**src/rtl/siggit_decim.sv**
```systemverilog
// Sinc^3 CIC decimator that turns the siggit 1-bit sigma-delta stream back into
// signed 16-bit samples, with saturation flag on the scaled comb output.
module siggit_decim #(
  parameter int DECIM = 64,
  parameter int LOG2D = 6
) (
  input  logic               CLK,
  input  logic               RESET,
  input  logic               BITSTREAM,
  input  logic               BIT_EN,
  output logic signed [15:0] OUTVAL,
  output logic               OUT_VALID,
  output logic               SAT
);

  localparam int W     = 2 + 3 * LOG2D;
  localparam int SHIFT = 3 * LOG2D - 15;

  logic [LOG2D-1:0]   cnt_q, cnt_d;
  logic [W-1:0]       i1_q, i1_d, i2_q, i2_d, i3_q, i3_d;
  logic [W-1:0]       d1_q, d1_d, d2_q, d2_d, d3_q, d3_d;
  logic [W-1:0]       c3_q, c3_d;
  logic               strobe_q, strobe_d;
  logic               comb_vld_q, comb_vld_d;
  logic signed [15:0] outval_q, outval_d;
  logic               out_valid_q, out_valid_d;
  logic               sat_q, sat_d;

  logic [W-1:0]        x;
  logic [W-1:0]        c1, c2, c3;
  logic signed [W-1:0] scaled;
  logic [W-16:0]       scaled_hi;

  // NOTE: every *_d gets its hold value first, so no path through this block
  // leaves a variable unassigned and no latch is inferred.
  always_comb begin
    cnt_d       = cnt_q;
    i1_d        = i1_q;
    i2_d        = i2_q;
    i3_d        = i3_q;
    d1_d        = d1_q;
    d2_d        = d2_q;
    d3_d        = d3_q;
    c3_d        = c3_q;
    strobe_d    = 1'b0;
    comb_vld_d  = 1'b0;
    outval_d    = outval_q;
    out_valid_d = 1'b0;
    sat_d       = sat_q;

    // Bit 1 maps to +1, bit 0 to -1 (all ones in two's complement).
    x = BITSTREAM ? W'(1) : '1;

    if (BIT_EN) begin
      i1_d     = i1_q + x;
      i2_d     = i2_q + i1_q;
      i3_d     = i3_q + i2_q;
      cnt_d    = cnt_q + 1'b1;
      strobe_d = (cnt_q == LOG2D'(DECIM - 1));
    end

    c1 = i3_q - d1_q;
    c2 = c1 - d2_q;
    c3 = c2 - d3_q;
    if (strobe_q) begin
      d1_d       = i3_q;
      d2_d       = c1;
      d3_d       = c2;
      c3_d       = c3;
      comb_vld_d = 1'b1;
    end

    // In range exactly when every bit above bit 15 matches the sign bit.
    scaled    = $signed(c3_q) >>> SHIFT;
    scaled_hi = scaled[W-1:15];
    if (comb_vld_q) begin
      out_valid_d = 1'b1;
      if ((&scaled_hi) || !(|scaled_hi)) begin
        outval_d = scaled[15:0];
        sat_d    = 1'b0;
      end else begin
        outval_d = scaled[W-1] ? 16'sh8000 : 16'sh7fff;
        sat_d    = 1'b1;
      end
    end
  end

  // NOTE: state registers use non-blocking assignments so every register
  // samples the pre-edge values, which the pipelined integrator cascade relies on.
  always_ff @(posedge CLK) begin
    if (RESET) begin
      cnt_q       <= '0;
      i1_q        <= '0;
      i2_q        <= '0;
      i3_q        <= '0;
      d1_q        <= '0;
      d2_q        <= '0;
      d3_q        <= '0;
      c3_q        <= '0;
      strobe_q    <= 1'b0;
      comb_vld_q  <= 1'b0;
      outval_q    <= '0;
      out_valid_q <= 1'b0;
      sat_q       <= 1'b0;
    end else begin
      cnt_q       <= cnt_d;
      i1_q        <= i1_d;
      i2_q        <= i2_d;
      i3_q        <= i3_d;
      d1_q        <= d1_d;
      d2_q        <= d2_d;
      d3_q        <= d3_d;
      c3_q        <= c3_d;
      strobe_q    <= strobe_d;
      comb_vld_q  <= comb_vld_d;
      outval_q    <= outval_d;
      out_valid_q <= out_valid_d;
      sat_q       <= sat_d;
    end
  end

  assign OUTVAL    = outval_q;
  assign OUT_VALID = out_valid_q;
  assign SAT       = sat_q;

endmodule

```
**config.mk**
```make
export PLATFORM = sky130hd
export DESIGN_NAME = siggit_decim
export DESIGN_NICKNAME = d
export VERILOG_FILES = /design/src/rtl/siggit_decim.sv
export SDC_FILE = /design/constraint.sdc
export NUM_CORES = 1
export LEC_CHECK = 0
export ABC_AREA = 1
export CAP_MARGIN = 25
export CELL_PAD_IN_SITES_DETAIL_PLACEMENT = 2
export CELL_PAD_IN_SITES_GLOBAL_PLACEMENT = 2
export CORE_MARGIN = 2
export CORE_UTILIZATION = 30
export CTS_CLUSTER_SIZE = 24
export DETAILED_ROUTE_END_ITERATION = 10
export GPL_TIMING_DRIVEN = 0
export PLACE_DENSITY_LB_ADDON = 0.1
export SLEW_MARGIN = 30
export SYNTH_ARGS = -nofsm -noshare
export SYNTH_HDL_FRONTEND = slang
export SYNTH_SLANG_ARGS = --single-unit
export TNS_END_PERCENT = 1
```
**constraint.sdc**
```tcl
create_clock -name CLK -period 11.61 [get_ports CLK]
set_input_delay 2.322 -clock CLK [delete_from_list [all_inputs] [get_ports CLK]]
set_output_delay 2.322 -clock CLK [all_outputs]
set_load 0.01 [all_outputs]
```
==> metrics.md, run 1 <==
| Metric | Value |
|---|---|
| CTS Hold Bufs | `0` |
| Top cells by area, synth | `dfxtp_1, ha_1, inv_1` |
| Yosys top cell by area | `dfxtp_1` |
| Synth Cell Area | `11,900 um2` |
| Crit path max-delay family | `compound AO/OA/AOI/OAI gates` |
| Clock Tree Root | `clkbuf_16` |
| CTS tree | `done` |
| Clock Latency Late Sink | `0.47 ns` |
| Share of cells above drive strength 1 | `0.0602` |
| Worst slew pin tran | `0.811 ns` |
| Synthesized flop and latch total | `163` |
| Highest clock rate | `183 MHz` |
| EDFF count, synth | `0` |
| Core ar. | `38,800 um2` |
| P_leak | `6.45 nW` |
| Initial antenna violation count | `0` |
| TritonCTS Buffers | `17` |
| Mapped Cells | `1,707` |
| TNS Setup | `0 ns` |
| Total gr overflow | `0` |
| Crit share post-route | `0.470` |
| HP Class | `reg2reg` |
| Slew HR | `0.459` |
| First-pass GRT wire length | `between 60,000 and 70,000 um` |
| Crit-path max FO | `4` |
| Startpoint Class | `flop` |
| Main flop type after synthesis | `dfxtp_1` |
| Final net count | `roughly 1,900` |
| Most frequent CP cell | `nand2_1` |
| Layout area overhead | `12.4%` |
| Final ANT Viol Nets | `0` |
| Storage cell area | `3260 um2` |
| Sequential area share after synthesis | `0.275` |
| IO Port Bufs | `21` |
| Vias in the first global route | `12,288` |
| Pwr per Cell Area | `191 nW/um2` |
| Final Max Tran Viols | `0` |
| Slowest-stage cell, CP | `fa_1` |
| Cell variety after synth | `49` |
| Clock skew | `~0.021 ns` |
| Clk sinks | `about 160` |
| Die X | `203 um` |
| Register clock-pin slew on the reported worst setup and hold paths | `around 0.09 ns` |
| GP Congestion | `between 0.8 and 0.9` |
| Total wire length | `40,600 um` |
| Slowest stage delay, CP | `0.47 ns` |
| DIE AREA | `41,200 um2` |
| Die Y | `203 um` |
| Tmin final | `roughly 5.5 ns` |
| GR Util All Layers | `0.205` |
| Post-synth ARST share | `0` |
| 1st-iter DRT viols | `290` |
| Hold Vio Cnt, Final | `0` |
| Worst Path Arrival | `5.83 ns` |
| Count leader, synth | `inv_1` |
| YS warnings | `0` |
| Critical path buffers and inverters | `5` |
| Final-layout fill cell count | `4,675` |
| Most frequent cells after synthesis | `inv_1, nand2_1, a21oi_1, dfxtp_1` |
| Critical Path RT | `11.98 ns` |
| Total power | `2.55 mW` |
| Maxcap violations | `0` |
| Postcts setup bufs | `0` |
| Max Root-Sink Buffers | `2` |
| VDD IR max | `101 uV` |
| Final setup vio count | `0` |
| RSZ-0062 raised after global routing | `no` |
| Initial DRT Pass Iterations | `4` |
| WL/cell | `17.8 um` |
| Hold_ws | `0.469 ns` |
| Multi-input gate area | `around 7300 um2` |
| # rows | `72` |
| CP Class | `reg2reg` |
| Via count | `11,386` |
| Synthesized area per cell | `6.96 um2` |
| Status | `completed` |
| Via-per-instance ratio | `5.00` |
| Critical path capture point type | `flop` |
| Top Ports | `22` |
| Final HPWL DP | `between 30,000 and 40,000 um` |
| DRC viols | `0` |
| Syn_nets | `1,831` |
| Htree depth | `4` |
| Starting Density | `0.306` |
| Post-CTS sizing | `0` |
| Largest net degree at the start of global routing | `22` |
| Top-area cell type share of the netlist area | `0.275` |
## path summary, 6_finish.rpt
kind         startpoint  endpoint  slack (ns)  cells past startpoint
max reg2reg     i3_q[0]  c3_q[19]        6.15                     30
max             i3_q[0]  c3_q[19]        6.15                     30
min reg2reg    d1_q[18]  d1_q[18]        0.47                      2
min            d1_q[18]  d1_q[18]        0.47                      2
## metal layers
layer,global-route usage,up-vias,wire length [um]
met5,0,-,0
met2,0.378,49,20700
met3,0.0239,32,457
li1,-,5754,-
met1,0.251,5551,18700
met4,0.0553,0,712
## power breakdown
| group | switching [mW] | total, mW | internal (mW) | leakage (nW) |
|---|---|---|---|---|
| sequential | 0.0334 | 0.617 | 0.583 | 1.33 |
| clock | 0.301 | 0.595 | 0.293 | 0.294 |
| combinational | 0.883 | 1.34 | 0.458 | 4.83 |
| total | 1.22 | 2.55 | 1.33 | 6.45 |
## layout make-up
class                      count  area share
clock buffer                  17      0.0319
sequential                   163       0.244
timing repair buffer          21      0.0157
clock inverter                15      0.0141
buffer                        51      0.0146
tap                          518      0.0485
multi-input combinational   1201       0.549
inverter                     292      0.0821
antenna                        1    0.000187
## through the flow
| stage | utilization | worst slack, ns | area (um2) | std cells |
|---|---|---|---|---|
| final | 0.344 | 6.15 | 13400 | 2279 |
| after global routing | 0.344 | 5.73 | 13400 | 2278 |
| after CTS | 0.344 | 6.07 | 13400 | 2278 |
| after detailed placement | 0.328 | 6.10 | 12700 | 2246 |
| after global placement | 0.328 | 6.15 | 12700 | 2246 |
| after floorplan | - | 7.28 | 11900 | 1707 |
## worst register-to-register path: cells and delay by family (launching register included)
kind            cells  cell delay, ns
compound gates     10            1.95
fa+ha+maj           4            1.34
simple gates        9            0.81
xor+xnor            2            0.57
buf+inv             5            0.38
flops               1            0.33
## flip-flops by register name (all words and copies together) (netlist names)
signal and cells:
OUTVAL 16, i1_q 20, comb_vld_q 1, OUT_VALID 1, d3_q 20, i2_q 20
d1_q 20, strobe_q 1, SAT 1, cnt_q 6, c3_q 17, i3_q 20
d2_q 20
## cell usage in the layout (no fill, tap or decap), types with 7 or more instances in the layout
cell type,netlist,final
inv_1,281,281
nand2_1,214,214
a21oi_1,199,199
dfxtp_1,163,163
nor2_1,150,150
o21ai_0,150,150
ha_1,115,115
nand3_1,75,75
xor2_1,58,58
clkbuf_1,44,43
o21ai_1,31,31
xnor2_1,27,27
clkdlybuf4s50_1,0,21
o221ai_1,18,18
nor3_1,18,18
clkbuf_16,0,17
nand2_2,15,15
nand4_1,15,15
o211ai_1,12,12
a21oi_2,11,11
o31ai_1,11,11
inv_2,10,10
o21ai_2,7,7
and2_1,7,7
## cell families after synthesis
kind of cell | count (synthesis) | share of synthesized area
AOI/OAI and AO/OA | 476 | 0.231
xor gates and xnor gates | 86 | 0.0640
adders and majority gates | 120 | 0.130
buffers and inverters | 343 | 0.109
DFF | 163 | 0.275
and+or+nand+nor | 519 | 0.193
No activity file was read; power rests on OpenSTA's default activity.
==> run 2, diff against run 1 <==
==> constraint.sdc (replaced) <==
create_clock -name CLK -period 4.8 [get_ports CLK]
set_input_delay 0.96 -clock CLK [delete_from_list [all_inputs] [get_ports CLK]]
set_output_delay 0.96 -clock CLK [all_outputs]
set_load 0.01 [all_outputs]
==> run 2 against run 1 <==
Effect of this change: non-clock buffer count grew 18; sequential power grew 140%; clock power grew 140%; design area grew 5.8%; utilization is 2.0 points higher; hold slack worse by 0.0015 ns; routed wire length is 2.9% higher; register-to-register slack worse by 6.1 ns; via count up 1.2%; flip-flop and latch count unchanged; highest routed layer unchanged.
==> metrics.md, run 2 (synthesis results as in run 1) <==
| Metric | Value |
|---|---|
| Die Y | `203 um` |
| DRC viols | `0` |
| HP Class | `reg2reg` |
| CTS Hold Bufs | `0` |
| P_leak | `between 6 and 7 nW` |
| FF-to-FF setup slack | `around 0.093 ns` |
| Clock Tree Root | `clkbuf_16` |
| Final Max Tran Viols | `0` |
| Non-Filler Instances | `around 2,300` |
| Slowest-stage cell, CP | `nor4_4` |
| Most frequent cells in the layout | `inv_1, nand2_1, a21oi_1` |
| Clk sinks | `~160` |
| DP Worst Slack | `-0.711 ns` |
| Crit-path max FO | `5` |
| Critical path buffers and inverters | `5` |
| Most frequent CP cell | `nand2_2` |
| IO Port Bufs | `21` |
| 1st-iter DRT viols | `~320` |
| Initial DRT Pass Iterations | `4` |
| Slew HR | `0.459` |
| Hold Vio Cnt, Final | `0` |
| Starting Density | `0.306` |
| Share of cells above drive strength 1 | `0.122` |
| Vias in the first global route | `12,354` |
| Top Ports | `22` |
| Die X | `203 um` |
| GP Congestion | `0.815` |
| Startpoint Class | `flop` |
| Final net count | `between 1,500 and 2,000` |
| Final setup vio count | `0` |
| Via count | `about 12,000` |
| # rows | `72` |
| RSZ-0062 raised after global routing | `yes` |
| Crit path max-delay family | `simple AND/OR/NAND/NOR gates` |
| Final HPWL DP | `roughly 33,000 um` |
| Tmin final | `~4.7 ns` |
| First-pass GRT wire length | `66,800 um` |
| Slowest stage delay, CP | `0.38 ns` |
| Initial antenna violation count | `0` |
| Htree depth | `4` |
| Clock skew | `0.0203 ns` |
| Final ANT Viol Nets | `0` |
| Placed Instances | `around 2,200` |
| Total gr overflow | `0` |
| Max Root-Sink Buffers | `2` |
| Via-per-instance ratio | `5.02` |
| Clock Latency Late Sink | `0.46 ns` |
| Register clock-pin slew on the reported worst setup and hold paths | `about 0.09 ns` |
| CTS tree | `done` |
| Critical path capture point type | `flop` |
| Largest net degree at the start of global routing | `22` |
| CP Class | `reg2reg` |
| Status | `completed` |
| Crit share post-route | `0.981` |
| Pwr per Cell Area | `477 nW/um2` |
| Final-layout fill cell count | `4,616` |
| DIE AREA | `41,200 um2` |
| Inserted Diodes | `0` |
| Worst Path Arrival | `5.07 ns` |
| Total wire length | `41,700 um` |
| Layout area overhead | `18.9%` |
| GR Util All Layers | `0.206` |
| PnR worst setup slack | `0.0931 ns` |
| VDD IR max | `244 uV` |
| Core ar. | `38,800 um2` |
| Critical Path RT | `5.16 ns` |
| Final Cell Area | `14,100 um2` |
| DP Area | `12,700 um2` |
| Most common cell after layout, fill and taps aside | `inv_1` |
| Worst slew pin tran | `0.811 ns` |
| WL/cell | `18.2 um` |
| Maxcap violations | `0` |
| TritonCTS Buffers | `17` |
| Highest clock rate | `~210 MHz` |
-- run 2: changes by cell type in the layout (fill, tap and decap cells not counted), sizes merged --
cell,change
buf,+18
diode,-1
-- run 2: stage by stage --
step / power [mW] / util / hold slack (ns) / TNS [ns]
after detailed placement: 4.79 / 0.328 / 0.462 / -2.37
after CTS: 6.47 / 0.350 / 0.473 / 0
after global placement: 4.73 / 0.328 / 0.451 / -1.78
after global routing: 7.29 / 0.364 / 0.488 / -0.182
final: 6.74 / 0.364 / 0.468 / 0
after floorplan: 3.83 / - / 0.434 / 0
-- run 2: report_power, final --
part	switching, mW	total, mW	internal [mW]
clock	0.728	1.44	0.709
combinational	2.40	3.81	1.41
sequential	0.0833	1.50	1.41
total	3.21	6.74	3.53
-- run 2: metal layers --
layer  GRT usage  part of all wire  up-vias
li1            -                 -     5780
met1       0.252              0.45     5641
met2       0.380              0.52       59
met3      0.0244             0.014       37
met4      0.0584             0.019        0
met5           0                 0        -
-- run 2: area by class of cell --
cell class	count	area (um2)	share of cell area
Tap cell	518	648	0.0459
Timing Repair Buffer	39	345	0.0244
Inverter	292	1100	0.0777
Clock buffer	17	425	0.0301
Sequential cell	163	3270	0.231
Clock inverter	15	188	0.0133
Buffer	51	195	0.0138
Multi-Input combinational cell	1201	7960	0.563
-- run 2: path summary, 6_finish.rpt --
check / start / endpoint / cells after the start
setup / recovery: i3_q[0] / c3_q[18] / 28
hold / removal: d1_q[18] / d1_q[18] / 2
setup reg to reg: i3_q[0] / c3_q[18] / 28
hold reg to reg: d1_q[18] / d1_q[18] / 2
-- run 2: what timing repair did --
item	4_1_cts	5_1_grt
hold endpoints to repair	0	0
gates cloned	0	0
resized for setup	40	87
setup buffers	4	15
pin swaps	11	48
setup endpoints to repair	8	8
-- run 2: tightest hold or removal path, delay by kind of cell, from the launching register on --
| kind | cells | cell delay [ns] |
|---|---|---|
| buf+inv | 1 | 0.06 |
| compound gates | 1 | 0.06 |
| flops | 1 | 0.30 |
==> run 3, diff against run 2 <==
--- a/config.mk
+++ b/config.mk
@@ -11,7 +11,6 @@
 export CELL_PAD_IN_SITES_GLOBAL_PLACEMENT = 2
 export CORE_MARGIN = 2
 export CORE_UTILIZATION = 30
-export CTS_CLUSTER_SIZE = 24
 export DETAILED_ROUTE_END_ITERATION = 10
 export GPL_TIMING_DRIVEN = 0
 export PLACE_DENSITY_LB_ADDON = 0.1
==> constraint.sdc (replaced) <==
create_clock -name CLK -period 4.8 [get_ports CLK]
set_input_delay 0.96 -clock CLK [delete_from_list [all_inputs] [get_ports CLK]]
set_output_delay 0.96 -clock CLK [all_outputs]
set_load 0.005 [all_outputs]
==> results of run 3 <==
The final DEF is identical to that of run 2; final timing and power are the same.
